===== src/rtl/lsu_pkg.sv =====
// lsu_pkg: store/load size codes, FSM state encoding and load-size helper for load_store_unit.
package lsu_pkg;
    localparam logic [1:0] ST_B = 2'b00, ST_H = 2'b01, ST_W = 2'b10;
    localparam logic [2:0] LD_B = 3'b000, LD_H = 3'b001, LD_W = 3'b010, LD_BU = 3'b011, LD_HU = 3'b100;
    typedef enum logic [2:0] {IDLE, REQ0, RSP0, REQ1, RSP1, DONE} state_e;
    // Loads reuse the store size encoding so alignment and strobe logic is shared.
    function automatic logic [1:0] ld_size(input logic [2:0] ld);
        return (ld == LD_H || ld == LD_HU) ? ST_H : (ld == LD_W) ? ST_W : ST_B;
    endfunction
endpackage


===== src/rtl/load_store_unit_if.sv =====
// load_store_unit_if: word-wide data-memory handshake between the LSU (master) and memory (slave).
interface load_store_unit_if #(parameter int ADDR_W = 32);
    logic              mem_req;
    logic              mem_we;
    logic [ADDR_W-1:0] mem_addr;
    logic [3:0]        mem_wstrb;
    logic [31:0]       mem_wdata;
    logic              mem_gnt;
    logic              mem_rvalid;
    logic [31:0]       mem_rdata;
    modport master (output mem_req, mem_we, mem_addr, mem_wstrb, mem_wdata, input mem_gnt, mem_rvalid, mem_rdata);
    modport slave  (input mem_req, mem_we, mem_addr, mem_wstrb, mem_wdata, output mem_gnt, mem_rvalid, mem_rdata);
endinterface


===== src/rtl/lsu_load_align.sv =====
// lsu_load_align: shifts a (possibly two-word) read window down by the byte offset and sign/zero extends.
module lsu_load_align
    import lsu_pkg::*;
(
    input  logic [63:0] raw_i,
    input  logic [1:0]  sel_i,
    input  logic [2:0]  load_i,
    output logic [31:0] data_o
);
    logic [31:0] sh;
    assign sh = 32'(raw_i >> {sel_i, 3'b000});
    always_comb begin
        data_o = load_i == LD_B  ? {{24{sh[7]}}, sh[7:0]} :
                 load_i == LD_BU ? {24'b0, sh[7:0]} :
                 load_i == LD_H  ? {{16{sh[15]}}, sh[15:0]} :
                 load_i == LD_HU ? {16'b0, sh[15:0]} : sh;
    end
endmodule


===== src/rtl/load_store_unit.sv =====
// load_store_unit: one load/store per request over a word-wide memory handshake, stalling the core while busy.
// Define LSU_MISALIGNED_SPLIT_EN to split misaligned half/word accesses into two word transactions.
module load_store_unit
    import lsu_pkg::*;
#(
    parameter int ADDR_W = 32,
    parameter int DATA_W = 32
) (
    input  logic                clk,
    input  logic                reset,
    input  logic                req_valid,
    input  logic                req_we,
    input  logic [1:0]          req_store,
    input  logic [2:0]          req_load,
    input  logic [ADDR_W-1:0]   req_addr,
    input  logic [31:0]         req_wdata,
    output logic                stall,
    output logic                done,
    output logic [31:0]         load_data,
    output logic                misaligned,
    load_store_unit_if.master   mem
);
`ifdef LSU_MISALIGNED_SPLIT_EN
    localparam bit SPLIT_EN = 1'b1;
`else
    localparam bit SPLIT_EN = 1'b0;
`endif
    if (DATA_W != 32 || ADDR_W < 3) begin : g_bad_param
        $error("load_store_unit: DATA_W must be 32 and ADDR_W >= 3");
    end
    state_e            state_q;
    logic              we_q, split_q, mis_q;
    logic [1:0]        size_q;
    logic [2:0]        load_q;
    logic [ADDR_W-1:0] addr_q;
    logic [31:0]       wdata_q, rdata0_q, load_data_q;
    logic [1:0]        req_size;
    logic              req_illegal, req_misal, mis_d, split_d;
    logic [31:0]       aligned;
    always_comb begin
        req_size    = req_we ? req_store : ld_size(req_load);
        req_illegal = req_we ? (req_store == 2'b11) : (req_load > 3'd4);
        req_misal   = (req_size == ST_H && req_addr[0]) || (req_size == ST_W && req_addr[1:0] != 2'b00);
        mis_d       = req_illegal || (req_misal && !SPLIT_EN);
        split_d     = req_misal && SPLIT_EN;
    end
    // The second word of a split read arrives last, so it forms the upper half of the window.
    lsu_load_align u_align (
        .raw_i  (state_q == RSP1 ? {mem.mem_rdata, rdata0_q} : {32'b0, mem.mem_rdata}),
        .sel_i  (addr_q[1:0]),
        .load_i (load_q),
        .data_o (aligned)
    );
    always_ff @(posedge clk or posedge reset) begin
        if (reset) begin
            state_q     <= IDLE;
            we_q        <= 1'b0;
            split_q     <= 1'b0;
            mis_q       <= 1'b0;
            size_q      <= 2'b00;
            load_q      <= 3'b000;
            addr_q      <= '0;
            wdata_q     <= '0;
            rdata0_q    <= '0;
            load_data_q <= '0;
        end else begin
            case (state_q)
                IDLE: if (req_valid) begin
                    we_q    <= req_we;
                    size_q  <= req_size;
                    load_q  <= req_load;
                    addr_q  <= req_addr;
                    wdata_q <= req_wdata;
                    mis_q   <= mis_d;
                    split_q <= split_d;
                    state_q <= mis_d ? DONE : REQ0;
                end
                REQ0: if (mem.mem_gnt) state_q <= we_q ? (split_q ? REQ1 : DONE) : RSP0;
                RSP0: if (mem.mem_rvalid) begin
                    rdata0_q <= mem.mem_rdata;
                    if (!split_q) load_data_q <= aligned;
                    state_q <= split_q ? REQ1 : DONE;
                end
                REQ1: if (mem.mem_gnt) state_q <= we_q ? DONE : RSP1;
                RSP1: if (mem.mem_rvalid) begin
                    load_data_q <= aligned;
                    state_q     <= DONE;
                end
                default: state_q <= IDLE;
            endcase
        end
    end
    logic              in_req0, in_req1;
    logic [3:0]        mask;
    logic [7:0]        strb8;
    logic [63:0]       wsh;
    logic [31:0]       wrep;
    logic [ADDR_W-1:0] base;
    always_comb begin
        in_req0 = state_q == REQ0;
        in_req1 = state_q == REQ1;
        mask    = size_q == ST_B ? 4'b0001 : size_q == ST_H ? 4'b0011 : 4'b1111;
        strb8   = {4'b0, mask} << addr_q[1:0];
        wsh     = {32'b0, wdata_q} << {addr_q[1:0], 3'b000};
        wrep    = size_q == ST_B ? {4{wdata_q[7:0]}} : size_q == ST_H ? {2{wdata_q[15:0]}} : wdata_q;
        base    = {addr_q[ADDR_W-1:2], 2'b00};
    end
    assign mem.mem_req   = in_req0 || in_req1;
    assign mem.mem_we    = mem.mem_req && we_q;
    assign mem.mem_addr  = in_req0 ? base : in_req1 ? base + ADDR_W'(4) : '0;
    assign mem.mem_wstrb = !mem.mem_we ? 4'b0000 : in_req1 ? strb8[7:4] : strb8[3:0];
    assign mem.mem_wdata = !mem.mem_we ? 32'b0 : split_q ? (in_req1 ? wsh[63:32] : wsh[31:0]) : wrep;
    assign stall      = (state_q == IDLE && req_valid) || (state_q != IDLE && state_q != DONE);
    assign done       = state_q == DONE;
    assign misaligned = done && mis_q;
    assign load_data  = load_data_q;
endmodule

===== src/flat_wrapper.sv =====
// flat-port wrapper written by rule: the top's interface ports become plain ports
module load_store_unit_flat import lsu_pkg::*;
#(
    parameter int ADDR_W = 32,
    parameter int DATA_W = 32
)
  (clk, reset, req_valid, req_we, req_store, req_load, req_addr, req_wdata, stall, done, load_data, misaligned, mem_mem_req, mem_mem_we, mem_mem_addr, mem_mem_wstrb, mem_mem_wdata, mem_mem_gnt, mem_mem_rvalid, mem_mem_rdata);
  load_store_unit_if #(.ADDR_W(ADDR_W)) mem_i ();
  input  logic clk;
  input  logic reset;
  input  logic req_valid;
  input  logic req_we;
  input  logic [1:0] req_store;
  input  logic [2:0] req_load;
  input  logic [ADDR_W-1:0] req_addr;
  input  logic [31:0] req_wdata;
  output logic stall;
  output logic done;
  output logic [31:0] load_data;
  output logic misaligned;
  output wire logic [$bits(mem_i.mem_req)-1:0] mem_mem_req;
  output wire logic [$bits(mem_i.mem_we)-1:0] mem_mem_we;
  output wire logic [$bits(mem_i.mem_addr)-1:0] mem_mem_addr;
  output wire logic [$bits(mem_i.mem_wstrb)-1:0] mem_mem_wstrb;
  output wire logic [$bits(mem_i.mem_wdata)-1:0] mem_mem_wdata;
  input wire logic [$bits(mem_i.mem_gnt)-1:0] mem_mem_gnt;
  input wire logic [$bits(mem_i.mem_rvalid)-1:0] mem_mem_rvalid;
  input wire logic [$bits(mem_i.mem_rdata)-1:0] mem_mem_rdata;
  assign mem_mem_req = mem_i.mem_req;
  assign mem_mem_we = mem_i.mem_we;
  assign mem_mem_addr = mem_i.mem_addr;
  assign mem_mem_wstrb = mem_i.mem_wstrb;
  assign mem_mem_wdata = mem_i.mem_wdata;
  assign mem_i.mem_gnt = mem_mem_gnt;
  assign mem_i.mem_rvalid = mem_mem_rvalid;
  assign mem_i.mem_rdata = mem_mem_rdata;
  load_store_unit #(.ADDR_W(ADDR_W), .DATA_W(DATA_W)) u_core (.clk(clk), .reset(reset), .req_valid(req_valid), .req_we(req_we), .req_store(req_store), .req_load(req_load), .req_addr(req_addr), .req_wdata(req_wdata), .stall(stall), .done(done), .load_data(load_data), .misaligned(misaligned), .mem(mem_i));
endmodule

===== config.mk =====
export PLATFORM = sky130hd
export DESIGN_NAME = load_store_unit_flat
export DESIGN_NICKNAME = d
export VERILOG_FILES = /design/src/rtl/lsu_pkg.sv /design/src/rtl/load_store_unit_if.sv /design/src/rtl/lsu_load_align.sv /design/src/rtl/load_store_unit.sv /design/src/flat_wrapper.sv
export SDC_FILE = /design/constraint.sdc
export NUM_CORES = 1
export LEC_CHECK = 0
export ABC_AREA = 1
export BUFFER_PORTS_ARGS = -buffer_cell sky130_fd_sc_hd__buf_4
export CORE_AREA = 5 5 177 145
export CTS_CLUSTER_SIZE = 25
export DETAILED_ROUTE_END_ITERATION = 6
export DIE_AREA = 0 0 182 150
export PLACE_DENSITY_LB_ADDON = 0.25
export REMOVE_ABC_BUFFERS = 1
export SYNTH_ARGS = -nofsm -noshare
export SYNTH_HDL_FRONTEND = slang
export SYNTH_HIERARCHICAL = 1
export SYNTH_SLANG_ARGS = --single-unit

===== constraint.sdc =====
create_clock -name clk -period 12.41 [get_ports clk]
set_input_delay 0.6205 -clock clk [delete_from_list [all_inputs] [get_ports clk]]
set_output_delay 0.6205 -clock clk [all_outputs]
set_load 0.03 [all_outputs]

-- After elaboration in Yosys (flattened, before gate mapping)
Cells that the tools add are included.
W data, S select, Z words.
- logic and storage cells: 84
- bits in writable memories: 0
- latch bits: 0
- output and inout bits: 105
- memory bits (read-only): 0
- register bits: 138
- memories: 0
- shift operators: 2
- $lt $le $gt $ge: 1
- bitwise operators: 0
- add/subtract/negate cells: 1
- divide/modulo/power cells: 0
- muxes and demuxes: 28
- reductions and logical operators: 22
- equality and inequality tests: 21
- multipliers: 0
- operators by type and width (kind ; number):
    $mux W32 ; 11
    $mux W64 ; 1
    $shr A64 B5 Y32 ; 1
    $add A32 B3 Y32 const B ; 1
    $mux W3 ; 6
    $mux W4 ; 4
    $eq A3 B2 Y1 const B ; 4
    $eq A3 B3 Y1 const B ; 4
    $pmux W3 S4 ; 1
    $ne A2 B2 Y1 const B ; 5
    $eq A3 B1 Y1 const B ; 3
    $shl A4 B2 Y8 ; 1
    $logic_and A1 B1 Y1 ; 6
    $logic_not A3 Y1 ; 2
    $mux W2 ; 3
    $logic_or A1 B1 Y1 ; 5
    $reduce_and A5 Y1 ; 1
    $eq A2 B1 Y1 const B ; 2
    $eq A2 B2 Y1 const B ; 2
    $reduce_and A2 Y1 ; 2
    $reduce_bool A2 Y1 ; 2
    $gt A3 B3 Y1 const B ; 1
    $ne A3 B3 Y1 const B ; 1
    $reduce_and A3 Y1 ; 1
    4 further kinds ; 5

-- Depth between registers and ports, before layout
Gate-level depths: netlist (run 1).
- depth in word-level cells: 11
- mapped depth: 13
- gate-level depth less buffers: 11

-- By module
The synthesis (run 1) kept the hierarchy.
- by module, submodules not included (module ; instances ; area an instance (um^2) ; cells each):
    load_store_unit ; 1 ; 7621.1 ; 1000
    lsu_load_align ; 1 ; 1244.9 ; 269

-- Worst setup path after synthesis (run 1)
Ideal clock, no wire load.
- path type: reg-to-output
- start: register u_core.state_q[2]
- end: output port mem_mem_addr[25]
- data required time: 11.789 ns
- path slack: 9.877 ns
- cell stages (with the launch flop): 5
- arrival: 1.913 ns
- buffers on the path: 1
- cells stage by stage: dfrtp_1 -> nor2_2 -> nand2_2 -> clkbuf_1 -> o21ai_0
- cells in the longest elaborated chain, start to end: 3
- elaborated cells on any way between the ends: 4
- those cells by class: eq/ne (2); mux (2)
- ends and longest elaborated chain (element ; RTL line ; text):
    from (decl) ; load_store_unit.sv:31 ; state_e state_q;
    from (signal assigned) ; load_store_unit.sv:76 ; state_q <= mis_d ? DONE : REQ0;
    from (signal assigned) ; load_store_unit.sv:78 ; REQ0: if (mem.mem_gnt) state_q <= we_q ? (split_q ? REQ1 : DONE) : RSP0;
    from (signal assigned) ; load_store_unit.sv:82 ; state_q <= split_q ? REQ1 : DONE;
    $eq A3 B2 Y1 ; load_store_unit.sv:101 ; in_req1 = state_q == REQ1;
    $mux W32 ; load_store_unit.sv:110 ; assign mem.mem_addr = in_req0 ? base : in_req1 ? base + ADDR_W'(4) : '0;
    $mux W32 (*) ; load_store_unit.sv:110 ;
    to (decl) ; flat_wrapper.sv:23 ; output wire logic [$bits(mem_i.mem_addr)-1:0] mem_mem_addr;
Every way passes the cells marked *; elsewhere a longest branch is shown, timed or not.

-- Final worst setup path (run 1)
- start: register u_core.size_q[1]
- end: output port mem_mem_wdata[30]
- cells in the longest elaborated chain, start to end: 4
- elaborated cells on any way between the ends: 5
- those cells by class: eq/ne (1); mux (3); reduce/logical (1)
- ends and longest elaborated chain (element ; RTL line ; text):
    from (decl) ; load_store_unit.sv:33 ; logic [1:0] size_q;
    from (signal assigned) ; load_store_unit.sv:70 ; size_q <= req_size;
    $eq A2 B1 Y1 ; load_store_unit.sv:105 ; wrep = size_q == ST_B ? {4{wdata_q[7:0]}} : size_q == ST_H ? {2{wdata_q[15:0]}} : wdata_q;
    $mux W32 ; load_store_unit.sv:105 ;
    $mux W32 (*) ; load_store_unit.sv:105 ;
    $mux W32 (*) ; load_store_unit.sv:112 ; assign mem.mem_wdata = !mem.mem_we ? 32'b0 : split_q ? (in_req1 ? wsh[63:32] : wsh[31:0]) : wrep;
    to (decl) ; flat_wrapper.sv:25 ; output wire logic [$bits(mem_i.mem_wdata)-1:0] mem_mem_wdata;
Marked as above.

==> impl_metrics.yaml, run 1 <==
sta:
  setup_viol: 0
  fmax_mhz: 304
  rsz0062_at_grt: "no"
  setup_tns_ns: 0
  hold_slack_ns: 0.353
  slew_violations: 0
  worst_slew_pin_slew_ns: 0.958
  setup_ws_ns: 9.12
  post-route-period-util_pct: 26.5
  finalCriticalPeriod_ns: 3.29
  finClkSkew_ns: 0.0121
  hold_violations: 0
  slew_headroom_pct: 36.1
worst_setup_path:
  cp.required_ns: 11.79
  start_kind: "flip-flop"
  crit_type: "flip-flop to primary output"
  crit_buf_inv: 3
  cp-end-kind: "primary output"
  cp_max_fo: 18
  crit_slowest_cell: "dfrtp_1"
  path_cells: "inv_1, nand2_1, o21ai_0, o21ai_0, inv_1, buf_4"
  cp_slowest_stage_delay_ns: 0.76
  crit_family: "flip-flops"
  cp_data_arrival_time_ns: 2.67
clock_tree:
  cts_setup_buffers: 0
  cts_tree: "built"
  cts_sinks: 138
  ctsHoldBuffers: 0
  cts_resized: 0
  cts_buffers: 17
  clk_pin_slew_worst_paths_ns: 0.07
  root_buffer: "clkbuf_16"
  h-tree-depth: 4
  cts_buffer_depth: 2
  clkLatencyLatePin_ns: 0.42
placement:
  place_congestion: 0.860
  pre_cts_ws_ns: 9.44
  port_buffers: 209
  hpwlAfterDp_mm: 19.1
grt:
  grt_max_degree: 95
  grt_pass1_vias: 8416
  track_usage_pct: 19.5
  gr-total-overflow: 0
  grt_pass1_wl_mm: 43.5
  antenna_found_initial: 0
cells_and_area:
  drive_gt1_share_pct: 22.3
  ff_latch_area_mm2: 0.00345
  area_growth_pct: 25.3
  final.fill_count: 2457
  diodes: 0
  final_net_count: 1536
  fin_util_pct: 46.5
  multiInputGateArea_mm2: 0.00449
die:
  rows: 51
  die_h_um: 150
  die-area_mm2: 0.0273
  core_mm2: 0.0238
  initial_core_util_pct: 37.1
  die_w_um: 182
  io_pins: 212
detailed_routing:
  via_per_inst: 5.00
  drt_pass1_iterations: 7
  routed_wl_mm: 27.0
  wire_per_inst_um: 15.3
  postRouteAntennaNets: 0
  drtIter0Drc: 607
  drc: 8
  vias: 8796
pwr:
  leakage_uw: 0.00576
  powerDensity_mw_per_mm2: 274
  power_uw: 3040
  vdd_drop_max_mv: 0.107
yosys:
  synth.cell_area_mm2: 0.00884
  yosys_warnings: 6
  synth_area_per_cell_um2: 7.01
  synthCells: 1261
status:
  outcome: "finished with violations"
  violations: "design-rule violations"
flow_run:
  cap_violations: 0
hold_path:
  hold_path.class: "primary input to async pin"
[layer usage]
metal	part of all wire (%)	wire [µm]	GRT usage, %	vias up
met5	0	0	0	-
met4	1.0	282	5.18	0
met3	6.7	1810	4.81	27
met2	46	12300	30.8	288
met1	47	12600	27.0	4080
li1	-	-	-	4401
[per-stage QoR]
| stage | cell area (µm²) | instances |
|---|---|---|
| final | 11100 | 1759 |
| after global routing | 11100 | 1759 |
| after CTS | 11100 | 1759 |
| after detailed placement | 10500 | 1727 |
| after global placement | 10500 | 1727 |
| after floorplan | 8450 | 1195 |
[cell usage in the layout, fill, tap and decap left out, drive strengths merged, types with 7 or more instances in the layout]
cell,n
dfrtp,138
mux2,32
buf,214
a21oi,66
a32oi,7
clkbuf,17
nor2,112
nand2,411
nand4,9
o21ai,127
nor3,13
inv,143
nand3,115
[worst register-to-register path, delay by kind of cell, from the launching register on]
kind / cells / cell delay (ns)
flops: 1 / 0.98
simple gates: 5 / 0.96
buf+inv: 1 / 0.61
mux: 1 / 0.28
compound gates: 1 / 0.06
[layout make-up]
class	count	share of cell area, %
tap	318	3.59
clock inverter	15	1.64
sequential	138	31.2
inverter	136	4.66
timing repair buffer	214	14.5
multi-input combinational	921	40.6
clock buffer	17	3.84
[flip-flops by register name, indices dropped and copies added, names as in the netlist]
register / flops
u_core/addr_q: 32
u_core/load_data: 32
u_core/rdata0_q: 32
u_core/wdata_q: 32
u_core/load_q: 3
u_core/state_q: 3
u_core/size_q: 2
u_core/mis_q: 1
u_core/we_q: 1
[power by group]
| part | internal, µW | switching, µW | total, µW |
|---|---|---|---|
| clock | 305 | 224 | 529 |
| combinational | 594 | 1060 | 1650 |
| sequential | 664 | 194 | 858 |
[path summary, 6_finish.rpt]
check / end / cells past startpoint / start / slack, ns
max: mem_mem_wdata[30] / 6 / u_core/size_q[1] / 9.12
max reg2reg: u_core/load_data[21] / 8 / u_core/addr_q[0] / 9.41
min in group clk: u_core/wdata_q[23] / 3 / req_wdata[23] / 0.39
max in group asynchronous: u_core/load_data[23] / 3 / reset / 10.86
min reg2reg: u_core/wdata_q[20] / 2 / u_core/wdata_q[20] / 0.47
min: u_core/rdata0_q[10] / 2 / reset / 0.35
Note: power is estimated with default switching activity, not from simulation.
==> run 2, diff against run 1 <==
==> constraint.sdc (replaced) <==
create_clock -name clk -period 2.95 [get_ports clk]
set_input_delay 0.1475 -clock clk [delete_from_list [all_inputs] [get_ports clk]]
set_output_delay 0.1475 -clock clk [all_outputs]
set_load 0.03 [all_outputs]
==> run 2 against run 1 <==
The run now ends clean. Global-route usage up 0.63 points. Total power rose to 4.2 times the previous value. Non-clock buffer count up 75. Clock skew down 0.0027 ns. Register-to-register slack worse by 8.8 ns. Sequential power rose to 4.2 times the previous value. Clock-buffer cell count up 2. Sequential share of layout area down 2.0 points. Sequential cell count unchanged. Setup slack worse by 8.7 ns. Critical path type unchanged. Largest power group unchanged.
==> impl_metrics.yaml, run 2 (synthesis results as in run 1) <==
detailed_routing:
  postRouteAntennaNets: 0
  wire_per_inst_um: 15.2
  routed_wl_mm: 27.8
  drt_pass1_iterations: 6
  vias: 9007
  drtIter0Drc: 733
  via_per_inst: 4.91
  drc: 0
worst_setup_path:
  cp_data_arrival_time_ns: 2.43
  r2r_setup_slack_ns: 0.60
  reg2reg_depth: 10
  cp.required_ns: 2.80
  cp-end-kind: "primary output"
  crit_type: "flip-flop to primary output"
  path_cells: "nor2_2, nand2_2, inv_2, a22oi_1, a2bb2oi_1, buf_4"
  crit_slowest_cell: "dfrtp_1"
  start_kind: "flip-flop"
  cp_slowest_stage_delay_ns: 0.46
  cp_max_fo: 19
sta:
  setup_viol: 0
  finalCriticalPeriod_ns: 2.58
  rsz0062_at_grt: "no"
  setup_tns_ns: 0
  slew_violations: 0
  hold_violations: 0
  slew_headroom_pct: 23.1
  setup_ws_ns: 0.373
  post-route-period-util_pct: 87.4
  hold_slack_ns: 0.0252
  fmax_mhz: 388
  worst_slew_pin_slew_ns: 1.15
  finClkSkew_ns: 0.00939
pwr:
  powerDensity_mw_per_mm2: 1090
  p_int_uw: 6620
  p_comb_share_pct: 55.4
  p_sw_share_pct: 48.5
  p_clk_share_pct: 16.7
  pwr-share-seq_pct: 27.9
  vdd_drop_max_mv: 0.577
  leakage_uw: 0.00607
  p_sw_uw: 6220
die:
  die_h_um: 150
  io_pins: 212
  initial_core_util_pct: 37.1
  core_mm2: 0.0238
  die-area_mm2: 0.0273
  die_w_um: 182
  rows: 51
grt:
  use_met2_pct: 31.1
  use_met1_pct: 28.6
  track_usage_pct: 20.2
  grt_pass1_vias: 8556
  gr-total-overflow: 0
  grt_max_degree: 123
  grt_busiest_layer: "met2"
  antenna_found_initial: 0
  met3_usage_pct: 4.59
  grt_pass1_wl_mm: 44.6
flow_run:
  cap_violations: 0
cells_and_area:
  drive_gt1_share_pct: 21.5
  fin_cells: 1834
  mostFrequentLayoutCell: "nand2_1"
  ff_latch_area_mm2: 0.00345
  fin_util_pct: 49.6
  final_net_count: 1611
  diodes: 0
  final.fill_count: 2369
  final_cell_mix: "401 x nand2_1, 217 x buf_4, 137 x dfrtp_1, 123 x inv_1, 112 x nand3_1"
  multiInputGateArea_mm2: 0.00449
  area_growth_pct: 33.7
clock_tree:
  cts_resized: 0
  cts_buffers: 17
  clk_pin_slew_worst_paths_ns: 0.07
  cts_tree: "built"
  h-tree-depth: 4
  cts_setup_buffers: 0
  cts_buffer_depth: 2
  root_buffer: "clkbuf_16"
  clkLatencyLatePin_ns: 0.43
  cts_sinks: 138
hold_path:
  hold_path.class: "primary input to flip-flop"
  min_delay_path_depth: 3
placement:
  place_congestion: 0.851
  port_buffers: 209
  place_inst: 1732
  hpwlAfterDp_mm: 19.3
  pre_cts_ws_ns: 0.645
status:
  outcome: "finished clean"
[run 2: cell count changes in the layout (fill, tap and decap cells not counted), sizes merged]
cell / change
dlygate4sd3: +70
buf: +5
clkbuf: +2
bufinv: -1
inv: -1
[run 2: worst max-delay path: cells and delay by family (launching register included)]
kind / cells / cell delay, ns
and+or+nand+nor: 2 / 0.65
buffers and inverters: 2 / 0.54
DFF: 1 / 0.46
AOI/OAI and AO/OA: 2 / 0.35
[run 2: repair_timing]
action | in CTS | in global routing
hold buffers | 70 | 0
setup endpoints to repair | 0 | 0
hold endpoints to repair | 127 | 0
[run 2: layer usage]
metal / vias up / routed length, µm
li1: 4547 / -
met2: 297 / 12500
met1: 4139 / 13000
met4: 0 / 337
met5: - / 0
met3: 24 / 1970
[run 2: worst paths after layout]
check                                        start                   end
worst max-delay path             u_core/state_q[2]      mem_mem_addr[13]
worst min-delay path             mem_mem_rdata[24]   u_core/rdata0_q[24]
worst max register to register   u_core/state_q[2]  u_core/load_data[23]
worst min register to register  u_core/wdata_q[31]    u_core/wdata_q[31]
max in group asynchronous                    reset  u_core/load_data[21]
min in group asynchronous                    reset   u_core/rdata0_q[16]
[run 2: layout make-up]
class,instances,share of cell area [%]
Clock buffer,19,3.83
Multi-Input combinational cell,921,38.0
Timing Repair Buffer,289,20.1
Tap cell,318,3.37
Inverter,136,4.36
Sequential cell,138,29.2
Clock inverter,13,1.12
[run 2: through the flow]
step | area, µm² | total power (µW)
after floorplan | 8450 | 8320
after global placement | 10500 | 10500
after detailed placement | 10500 | 10600
after CTS | 11800 | 12900
after global routing | 11800 | 13900
final | 11800 | 12800
[run 2: power groups by stage]
| stage | clock, µW | combinational (µW) | sequential (µW) |
|---|---|---|---|
| CTS | 2210 | 7150 | 3570 |
| detailed placement | 0 | 7060 | 3590 |
| finish | 2150 | 7110 | 3580 |
| floorplan | 0 | 4460 | 3860 |
| global route | 2300 | 7890 | 3710 |
| global placement | 0 | 6950 | 3580 |
==> run 3, diff against run 2 <==
--- a/config.mk
+++ b/config.mk
@@ -12,6 +12,7 @@
 export DETAILED_ROUTE_END_ITERATION = 6
 export DIE_AREA = 0 0 182 150
 export PLACE_DENSITY_LB_ADDON = 0.25
+export RECOVER_POWER = 50
 export REMOVE_ABC_BUFFERS = 1
 export SYNTH_ARGS = -nofsm -noshare
 export SYNTH_HDL_FRONTEND = slang
==> run 3 against run 2 <==
Cell area down 1.5%. Die area unchanged. The flow now finishes with violations (design-rule violations). Utilization down 0.72 points.
==> impl_metrics.yaml, run 3 (synthesis results as in run 1) <==
cells_and_area:
  diodes: 0
  finish.instance_area_mm2: 0.0116
  final_cell_mix: "402 x nand2_1, 182 x buf_4, 137 x dfrtp_1, 123 x inv_1, 112 x nand3_1"
  final.fill_count: 2402
  ff_latch_area_mm2: 0.00345
  drive_gt1_share_pct: 19.0
  mostFrequentLayoutCell: "nand2_1"
  fin_util_pct: 48.9
  multiInputGateArea_mm2: 0.00447
  area_growth_pct: 31.7
  final_net_count: 1611
grt:
  grt_pass1_vias: 8556
  track_usage_pct: 20.2
  gr-total-overflow: 0
  antenna_found_initial: 0
  grt_pass1_wl_mm: 44.6
  grt_max_degree: 123
worst_setup_path:
  cp-end-kind: "flip-flop"
  cp_data_arrival_time_ns: 2.90
  path_cells: "nor2_1, inv_2, nor2_1, inv_2, nor2_1, clkbuf_4, nand2_1, o21ai_1"
  crit_buf_inv: 3
  crit_top_cell: "nor2_1"
  start_kind: "flip-flop"
  cp.required_ns: 3.27
  crit_family: "buffers and inverters"
  crit_type: "flip-flop to flip-flop"
  cp_slowest_stage_delay_ns: 1.01
  cp_max_fo: 122
  crit_slowest_cell: "clkbuf_4"
sta:
  rsz0062_at_grt: "no"
  hold_violations: 0
  finClkSkew_ns: 0.0101
  finalCriticalPeriod_ns: 2.58
  post-route-period-util_pct: 87.4
  fmax_mhz: 388
  slew_headroom_pct: 5.98
  worst_slew_pin_slew_ns: 1.41
  setup_viol: 0
  slew_violations: 0
detailed_routing:
  via_per_inst: 4.89
  wire_per_inst_um: 15.1
  routed_wl_mm: 27.8
  wl_met1_mm: 13.0
  wl_met3_mm: 2.00
  drt_pass1_iterations: 7
  highest_layer: "met4"
  vias: 8976
  postRouteAntennaNets: 0
  drc: 1
  wl_met2_mm: 12.4
  drtIter0Drc: 727
die:
  die_w_um: 182
  initial_core_util_pct: 37.1
  core_mm2: 0.0238
  io_pins: 212
  rows: 51
  die_h_um: 150
  die-area_mm2: 0.0273
flow_run:
  cap_violations: 0
pwr:
  vdd_drop_max_mv: 0.531
  powerDensity_mw_per_mm2: 1080
  power_uw: 12600
  leakage_uw: 0.00593
hold_path:
  hold_path.class: "primary input to flip-flop"
placement:
  hpwlAfterDp_mm: 19.3
  place_congestion: 0.851
  placed_area_mm2: 0.0105
  port_buffers: 209
clock_tree:
  cts_sinks: 138
  clk_pin_slew_worst_paths_ns: 0.07
  root_buffer: "clkbuf_16"
  cts_resized: 0
  cts_buffers: 17
  h-tree-depth: 4
  clkLatencyLatePin_ns: 0.43
  cts_buffer_depth: 2
  cts_tree: "built"
status:
  outcome: "finished with violations"
  violations: "design-rule violations"
-- run 3: cell count changes in the layout (fill, tap and decap cells not counted), sizes merged --
| cell | previous run | this run |
|---|---|---|
| buf | 219 | 182 |
| clkinvlp | 2 | 3 |
| clkbuf | 19 | 56 |
| inv | 142 | 141 |
-- run 3: tightest hold or removal path, stage by stage --
cell and delay (ns):
buf_4 0.11, inv_1 0.07, o21ai_0 0.08
-- run 3: where the power goes --
| part | switching (µW) | leakage (µW) | total (µW) | internal [µW] |
|---|---|---|---|---|
| clock network | 920 | 0.000282 | 2150 | 1230 |
| registers | 774 | 0.00171 | 3570 | 2800 |
| logic | 4510 | 0.00393 | 6910 | 2400 |
| total | 6200 | 0.00593 | 12600 | 6430 |
-- run 3: cell type report --
class | count | area share [%]
clock buffer | 19 | 3.89
clock inverter | 13 | 1.14
inverter | 136 | 4.42
multi-input combinational | 921 | 38.4
sequential | 138 | 29.7
tap | 318 | 3.42
timing repair buffer | 289 | 19.0
-- run 3: worst paths after layout --
kind | depth (start not counted) | end | slack (ns) | startpoint
hold reg to reg | 2 | u_core/wdata_q[22] | 0.47 | u_core/wdata_q[22]
setup reg to reg | 8 | u_core/addr_q[16] | 0.37 | u_core/state_q[1]
setup / recovery | 8 | u_core/addr_q[16] | 0.37 | u_core/state_q[1]
hold / removal | 3 | u_core/rdata0_q[30] | 0.02 | mem_mem_rdata[30]
max in group asynchronous | 4 | u_core/addr_q[0] | 0.79 | reset
min in group asynchronous | 3 | u_core/load_data[29] | 0.65 | reset
-- run 3: routing by layer --
layer / vias up / GRT usage [%]
met5: - / 0
met4: 0 / 5.33
met3: 25 / 4.59
met2: 314 / 31.1
met1: 4095 / 28.6
li1: 4542 / -
-- run 3: timing repair --
action | in CTS | in global routing
setup buffers | 0 | 0
setup endpoints to repair | 0 | 0
hold buffers | 70 | 0
endpoints found under the hold margin | 127 | 0
-- run 3: stage by stage --
step | setup TNS (ns) | setup slack [ns] | hold WS (ns) | cells
after floorplan | -131.56 | -0.894 | 0.264 | 1195
after global placement | 0 | 0.696 | 0.277 | 1732
after detailed placement | 0 | 0.645 | 0.284 | 1732
after CTS | 0 | 0.335 | 0.00378 | 1834
after global routing | 0 | 0.0860 | 0.0189 | 1834
final | 0 | 0.373 | 0.0243 | 1834
